--- config.mk ---
export PLATFORM = sky130hd
export DESIGN_NAME = framebuffer_writer
export DESIGN_NICKNAME = d
export VERILOG_FILES = /design/src/rtl/framebuffer_writer.sv
export SDC_FILE = /design/constraint.sdc
export NUM_CORES = 1
export LEC_CHECK = 0
export BUFFER_PORTS_ARGS = -buffer_cell sky130_fd_sc_hd__buf_4
export CORE_ASPECT_RATIO = 1.1
export CORE_MARGIN = 4
export CORE_UTILIZATION = 45
export CTS_CLUSTER_DIAMETER = 100
export DETAILED_ROUTE_END_ITERATION = 8
export SYNTH_ARGS = -nofsm -noshare
export SYNTH_HDL_FRONTEND = slang
export SYNTH_SLANG_ARGS = --single-unit
--- constraint.sdc ---
create_clock -name clk -period 2.6 [get_ports clk]
set_input_delay 0.52 -clock clk [delete_from_list [all_inputs] [get_ports clk]]
set_output_delay 0.52 -clock clk [all_outputs]
set_load 0.005 [all_outputs]
--- src/rtl/framebuffer_writer.sv ---
// framebuffer_writer: buffers 4-bit gray pixels from the pixel engine and
// pushes them into the framebuffer write lane with a 4-phase
// strobe/acknowledge handshake. Each frame starts with a write-pointer reset.
//
//   state      | meaning
//   -----------+----------------------------------------------------------
//   IDLE       | no frame in progress, strobes low, waiting for start_in
//   PTR_RESET  | fb_reset_ptr_out held high for RESET_CYCLES cycles
//   WAIT_PIXEL | waiting for a buffered pixel, loads it into fb_data_out
//   SETUP      | data stable one cycle before the strobe rises
//   STROBE     | fb_write_out high, held for HOLD_CYCLES and until ack
//   RELEASE    | fb_write_out low, waiting for the ack to drop
module framebuffer_writer #(
    parameter int FRAME_PIXELS = 153600,
    parameter int FIFO_DEPTH   = 4,
    parameter int HOLD_CYCLES  = 2,
    parameter int RESET_CYCLES = 4
) (
    input  logic                              clk,
    input  logic                              rst_n,
    input  logic                              start_in,
    input  logic                              pixel_valid_in,
    input  logic [3:0]                        pixel_data_in,
    output logic                              pixel_ready_out,
    output logic [3:0]                        fb_data_out,
    output logic                              fb_write_out,
    output logic                              fb_reset_ptr_out,
    input  logic                              fb_wrote_in,
    output logic                              busy_out,
    output logic                              frame_done_out,
    output logic [$clog2(FRAME_PIXELS+1)-1:0] written_out
);

    localparam int CW = $clog2(FRAME_PIXELS + 1);
    localparam int AW = $clog2(FIFO_DEPTH);
    localparam int HW = $clog2(HOLD_CYCLES + 1);
    localparam int RW = $clog2(RESET_CYCLES + 1);

    localparam logic [CW-1:0] FRAME_MAX  = CW'(FRAME_PIXELS);
    localparam logic [CW-1:0] FRAME_LAST = CW'(FRAME_PIXELS - 1);
    localparam logic [HW-1:0] HOLD_LOAD  = HW'(HOLD_CYCLES - 1);
    localparam logic [RW-1:0] RESET_LOAD = RW'(RESET_CYCLES - 1);

    typedef enum logic [2:0] {
        IDLE,
        PTR_RESET,
        WAIT_PIXEL,
        SETUP,
        STROBE,
        RELEASE
    } state_t;

    state_t          state;
    logic [HW-1:0]   hold_cnt;
    logic [RW-1:0]   rst_cnt;

    logic [3:0]      fifo_mem [FIFO_DEPTH];
    logic [AW:0]     wr_ptr;
    logic [AW:0]     rd_ptr;
    logic [CW-1:0]   accepted;
    logic            fifo_empty;
    logic            fifo_full;
    logic            push;
    logic            pop;
    logic            flush;
    logic [3:0]      fifo_head;

    assign fifo_empty = (wr_ptr == rd_ptr);
    assign fifo_full  = (wr_ptr[AW] != rd_ptr[AW]) &&
                        (wr_ptr[AW-1:0] == rd_ptr[AW-1:0]);
    assign fifo_head  = fifo_mem[rd_ptr[AW-1:0]];

    // Ready depends on registers only, so a full FIFO never takes a push even
    // when a pop happens in the same cycle.
    assign pixel_ready_out = (state != IDLE) && (state != PTR_RESET) &&
                             !fifo_full && (accepted < FRAME_MAX);

    assign push  = pixel_valid_in && pixel_ready_out;
    assign pop   = (state == WAIT_PIXEL) && !fifo_empty;
    assign flush = (state == IDLE) && start_in;

    // Pixel storage; contents are don't-care until a push fills an entry.
    always_ff @(posedge clk) begin
        if (push) begin
            fifo_mem[wr_ptr[AW-1:0]] <= pixel_data_in;
        end
    end

    // FIFO pointers and the accepted-pixel count, cleared at frame start.
    always_ff @(posedge clk or negedge rst_n) begin
        if (!rst_n) begin
            wr_ptr   <= '0;
            rd_ptr   <= '0;
            accepted <= '0;
        end else if (flush) begin
            wr_ptr   <= '0;
            rd_ptr   <= '0;
            accepted <= '0;
        end else begin
            if (push) begin
                wr_ptr   <= wr_ptr + 1'b1;
                accepted <= accepted + 1'b1;
            end
            if (pop) begin
                rd_ptr <= rd_ptr + 1'b1;
            end
        end
    end

    // Frame sequencer with registered handshake outputs.
    always_ff @(posedge clk or negedge rst_n) begin
        if (!rst_n) begin
            state            <= IDLE;
            hold_cnt         <= '0;
            rst_cnt          <= '0;
            fb_data_out      <= '0;
            fb_write_out     <= 1'b0;
            fb_reset_ptr_out <= 1'b0;
            busy_out         <= 1'b0;
            frame_done_out   <= 1'b0;
            written_out      <= '0;
        end else begin
            frame_done_out <= 1'b0;
            case (state)
                IDLE: begin
                    if (start_in) begin
                        state            <= PTR_RESET;
                        rst_cnt          <= RESET_LOAD;
                        fb_reset_ptr_out <= 1'b1;
                        busy_out         <= 1'b1;
                        written_out      <= '0;
                    end
                end
                PTR_RESET: begin
                    if (rst_cnt == '0) begin
                        fb_reset_ptr_out <= 1'b0;
                        state            <= WAIT_PIXEL;
                    end else begin
                        rst_cnt <= rst_cnt - 1'b1;
                    end
                end
                WAIT_PIXEL: begin
                    if (!fifo_empty) begin
                        fb_data_out <= fifo_head;
                        state       <= SETUP;
                    end
                end
                SETUP: begin
                    fb_write_out <= 1'b1;
                    hold_cnt     <= HOLD_LOAD;
                    state        <= STROBE;
                end
                STROBE: begin
                    // The strobe must satisfy both the minimum hold and the ack.
                    if (hold_cnt == '0) begin
                        if (fb_wrote_in) begin
                            fb_write_out <= 1'b0;
                            state        <= RELEASE;
                        end
                    end else begin
                        hold_cnt <= hold_cnt - 1'b1;
                    end
                end
                RELEASE: begin
                    if (!fb_wrote_in) begin
                        written_out <= written_out + 1'b1;
                        if (written_out == FRAME_LAST) begin
                            frame_done_out <= 1'b1;
                            busy_out       <= 1'b0;
                            state          <= IDLE;
                        end else begin
                            state <= WAIT_PIXEL;
                        end
                    end
                end
                default: begin
                    state            <= IDLE;
                    fb_write_out     <= 1'b0;
                    fb_reset_ptr_out <= 1'b0;
                    busy_out         <= 1'b0;
                end
            endcase
        end
    end

endmodule
-- Word-level counts from Yosys, hierarchy flattened
Memory sizes are Yosys's and may differ from the RTL's. A register that Yosys moved wholly into a read port is not among the register bits.
Index checks and enable logic that the tools add are counted.
- register bits: 54
- memory bits (writable): 16
- output and inout port bits: 27
- logic and storage cells: 108
- memories kept: 1
- add/sub/neg operators: 6
- $lt $le $gt $ge: 1
- equality and inequality tests: 19
- muxes and demuxes: 36
- bitwise gates (word level): 4
- reduce and logical (&&, ||, !) cells: 30
- memories (memory ; depth ; width ; read ports ; clocked after memory_dff ; write ports ; line ; RTL):
    fifo_mem ; 4 ; 4 ; 1 ; 1 ; 1 ; 57 ; logic [3:0] fifo_mem [FIFO_DEPTH];
- operators with widths (cell ; number):
    2-to-1 mux 18 bit ; 4
    adder 18 x 1 -> 18 bit (second input constant) ; 2
    2-to-1 mux 3 bit ; 12
    case mux 18 bit (2 select lines) ; 1
    equality test 18 bit (second input constant) ; 1
    < comparator 18 bit (second input constant) ; 1
    != test 2 bit (second input constant) ; 9
    case mux 3 bit (6 select lines) ; 1
    AND reduction 3 bit ; 4
    OR reduction 4 bit ; 3
    2-to-1 mux 1 bit ; 11
    nonzero test 2 bit ; 5
    case mux 1 bit (3 select lines) ; 3
    logical AND 1 bit ; 7
    adder 3 x 1 -> 3 bit (second input constant) ; 2
    equality test 3 x 2 -> 1 bit (second input constant) ; 2
    equality test 3 bit (second input constant) ; 2
    zero test 3 bit ; 2
    case mux 3 bit (2 select lines) ; 1
    AND reduction 6 bit ; 1
    2-to-1 mux 2 bit ; 2
    inverter 1 bit ; 4
    case mux 2 bit (2 select lines) ; 1
    AND reduction 2 bit ; 2
    11 further kinds ; 13

-- Depth between registers and ports, before layout
- word-level depth: 8
- mapped depth: 7
- depth with buffers taken out: 7

-- Worst setup path before layout
Ideal clock, no wire load.
- path kind: reg2reg
- start point: register accepted[11]
- end point: memory fifo_mem[0][0], enable pin
- data arrival time: 1.691 ns
- required time: 2.291 ns
- path slack: 0.600 ns
- cell stages (with the launch flop): 6
- buffers on the path: 1
- period minus slack after synthesis: 2.000 ns
- path through: dfrtp_1 > a2111oi_2 > nor2_2 > nor3b_4 > buf_4 > and2_1
- cells in the longest elaborated chain, start to end: 5
- ends and longest elaborated chain (element ; line ; RTL):
    from (decl) ; 60 ; logic [CW-1:0] accepted;
    from (signal assigned) ; 102 ; accepted <= accepted + 1'b1;
    < comparator 18 bit ; 76 ; !fifo_full && (accepted < FRAME_MAX);
    logical AND 1 bit ; 76 ;
    logical AND 1 bit ; 78 ; assign push = pixel_valid_in && pixel_ready_out;
    2-to-1 mux 1 bit ; 84 ; if (push) begin
    2-to-1 mux 1 bit (not written as such) ; 85 ; fifo_mem[wr_ptr[AW-1:0]] <= pixel_data_in;
    to (decl) ; 57 ;
No other way between the ends.

-- Worst setup path after layout
- start point: register rd_ptr[1]
- end point: output port pixel_ready_out
- cells in the longest elaborated chain, start to end: 5
- ends and longest elaborated chain (element ; line ; RTL):
    from (decl) ; 59 ; logic [AW:0] rd_ptr;
    from (signal assigned) ; 105 ; rd_ptr <= rd_ptr + 1'b1;
    equality test 2 bit ; 70 ; (wr_ptr[AW-1:0] == rd_ptr[AW-1:0]);
    logical AND 1 bit ; 69 ; assign fifo_full = (wr_ptr[AW] != rd_ptr[AW]) &&
    zero test 1 bit ; 76 ;
    logical AND 1 bit ; 75 ; assign pixel_ready_out = (state != IDLE) && (state != PTR_RESET) &&
    logical AND 1 bit ; 76 ;
    to (decl) ; 24 ; output logic pixel_ready_out,
No other way between the ends.

==> qor.csv <==
stage,metric,value,unit
floorplan,rows,34,
global_routing,grt_overflow,0,
cts,path_clk_slew,0.09,ns
worst_setup_path,crit_slowest_cell,o31ai_4,
yosys,synth_seq_area_share,51.8,%
place,port-buffer-count,35,
route,drc,0,
layout,area_delta_synth_final,16.1,%
cts,cts_sinks,74,
global_routing,grt_usage,16.9,%
global_routing,grt_pass1_wl,12900,um
worst_setup_path,required,2.08,ns
layout,num-nets-final,399,
timing,worst_slew_pin_slew,0.740,ns
timing,max_freq,426,MHz
timing,slew_headroom,50.6,%
pwr,total_power,3540,uW
timing,setup_viol,0,
timing,rsz0062_at_grt,no,
timing,finClkSkew,0.0144,ns
yosys,ys_async_sr_fraction,78.4,%
floorplan,die_y,103,um
yosys,yosys_most_used_dff,dfrtp_1,
cts,clock_latency,0.34,ns
floorplan,core_area,0.00800,mm^2
route,dr.pass1.iters,4,
yosys,syn-mean-instance-area,11.0,um^2
cts,cts_setup_buffers,0,
floorplan,dieArea,0.00981,mm^2
layout,num_antenna_cells,0,
route,antenna_left,0,
global_routing,first_global_vias,2676,
yosys,yosysUniqueCellTypes,51,
outcome,status,"finished, final reports clean",
timing,drv_slew,0,
cts,cts-resized-gates,0,
route,wl_per_cell,15.2,um
worst_setup_path,arrival,1.83,ns
flow_run,drv_cap,0,
timing,fin_hold_ws,0.247,ns
cts,cts-root-buf,clkbuf_8,
pwr,p_leak,0.00188,uW
route,drt_iter0_markers,101,
timing,min_period_over_period,90.2,%
floorplan,io_pins,36,
route,wl_met3,243,um
worst_setup_path,reg2reg_setup_slack,0.47,ns
layout,fillers,729,
timing,hold_viol,0,
floorplan,initial_core_util,46.6,%
cts,clock_tree.buffer_depth,2,
route,top_layer,met4,
cts,cts_tree,done,
route,route.met2.wl,3680,um
layout,utilization,54.1,%
yosys,syn_area,0.00373,mm^2
global_routing,antenna_found_initial,0,
place,hpwl,5180,um
yosys,syn_nets,358,
layout,drive_gt1_share,21.8,%
worst_setup_path,crit_fanout,9,
yosys,synth_edf_count,16,
worst_setup_path,end_kind,output pin,
route,viasPerCell,5.40,
global_routing,grt_max_degree,59,
place,routabilityCongestion,0.755,
timing,min_period,2.35,ns
route,wl_met1,3400,um
timing,tns,0,ns
cts,holdBufCountCts,0,
worst_setup_path,cp-start-kind,flop,
worst_setup_path,crit_type,flop to output pin,
cts,cts_buffers,9,
floorplan,fp.dieW,94.8,um
cts,htreeDepth,3,
pwr,irDropWorstVdd,0.423,mV
pwr,powerDensity,817,mW/mm^2
route,routed_wl,7480,um
yosys,yosys_register_bits,74,
worst_setup_path,slowest_delay,0.50,ns
yosys,synthCells,339,
worst_setup_path,worst_r2r_path_depth,4,
route,num_vias,2662,
worst_setup_path,crit_chain,"xor2_1, o31ai_4, nor2_1, buf_4",
min_path,min_path_type,primary input to async pin,
yosys,synth_warnings,0,
## routing by layer
metal  GRT usage [%]  up-vias
met5               0        -
met4            6.22        0
met3            3.11       14
met2            29.3       48
met1            21.3     1296
li1                -     1304
## kinds of logic (layout without fill, tap and decap cells)
logic type                 count (synthesis)  in the layout  synth area share (%)
AOI/OAI and AO/OA                         37             37                  7.51
xor gates and xnor gates                  31             31                  7.28
adders and majority gates                 10             10                  3.35
buffers and inverters                     19             65                  2.11
DFF                                       74             74                  51.8
muxes                                     16             16                  5.80
and+or+nand+nor                          152            152                  22.1
## state kept, by name, indices dropped and copies added, names as in the netlist
signal            flops
fb_reset_ptr_out      1
fb_write_out          1
hold_cnt              2
rd_ptr                3
frame_done_out        1
written_out          18
accepted             18
state                 3
fb_data_out           4
rst_cnt               3
wr_ptr                3
busy_out              1
fifo_mem             16
## final cells by class
cell class                 count  area, um^2  share of cell area [%]
sequential                    74        1930                    44.6
multi-input combinational    246        1730                    39.9
timing repair buffer          40         300                    6.94
tap                          108         135                    3.12
clock buffer                   9         124                    2.86
clock inverter                 7        76.3                    1.76
inverter                       9        33.8                   0.780
## worst paths after layout
kind / from / to
min in group clk: pixel_data_in[2] / fifo_mem[1][2]
min: rst_n / hold_cnt[0]
max in group asynchronous: rst_n / accepted[13]
min reg2reg: accepted[6] / accepted[6]
max reg2reg: accepted[11] / fifo_mem[3][0]
max: rd_ptr[1] / pixel_ready_out
## critical path: cells and delay by family, from the launching register on
kind	cells	cell delay (ns)
flip-flops	1	0.48
buffers and inverters	1	0.16
AO/OA/AOI/OAI	1	0.50
XOR/XNOR	1	0.24
AND/OR/NAND/NOR	1	0.11
## stage by stage
| stage | setup WS [ns] | instance area, um^2 | std cells |
|---|---|---|---|
| floorplan | 0.600 | 3730 | 339 |
| global placement | 0.489 | 4130 | 477 |
| detailed placement | 0.466 | 4130 | 477 |
| CTS | 0.251 | 4330 | 493 |
| global route | 0.148 | 4330 | 493 |
| finish | 0.254 | 4330 | 493 |
## synth_stat cells, types with 7 or more instances
cell | number | share of area [%]
dfrtp_1 | 58 | 39
nor2_1 | 40 | 4.0
nand2_1 | 37 | 3.7
xnor2_1 | 19 | 4.5
edfxtp_1 | 16 | 13
nand3_1 | 14 | 1.9
o21ai_0 | 13 | 1.7
xor2_1 | 12 | 2.8
ha_1 | 10 | 3.4
inv_1 | 9 | 0.91
nor3_1 | 9 | 1.2
clkbuf_1 | 8 | 0.81
and3_1 | 7 | 1.2
mux2i_1 | 7 | 1.9
nand4_1 | 7 | 1.2
## cell usage in the layout (no fill, tap or decap), types with 2 or more instances in the layout
| cell | n |
|---|---|
| edfxtp_1 | 16 |
| xor2_1 | 12 |
| nand3_1 | 14 |
| nor2b_1 | 3 |
| nand2_1 | 37 |
| mux4_2 | 4 |
| and2_1 | 4 |
| inv_1 | 9 |
| clkinvlp_4 | 2 |
| nor3b_1 | 2 |
| a22oi_1 | 3 |
| and4_1 | 3 |
| or4_1 | 5 |
| xnor2_1 | 19 |
| clkbuf_8 | 9 |
| o21ai_0 | 13 |
| buf_4 | 40 |
| mux2i_1 | 7 |
| nor4b_2 | 2 |
| a22o_1 | 3 |
| a21oi_1 | 4 |
| inv_6 | 2 |
| nor4_2 | 2 |
| nand4_1 | 7 |
| or2_2 | 3 |
| dfrtp_1 | 58 |
| ha_1 | 10 |
| o31ai_1 | 3 |
| nor4_1 | 4 |
| nor3_1 | 9 |
| mux2_2 | 5 |
| and3_1 | 7 |
| nor2_1 | 40 |
## power by group
group | switching, uW | internal, uW
sequential | 211 | 1370
combinational | 578 | 473
clock | 450 | 450
total | 1240 | 2300
(Power assumes the default switching activity.)
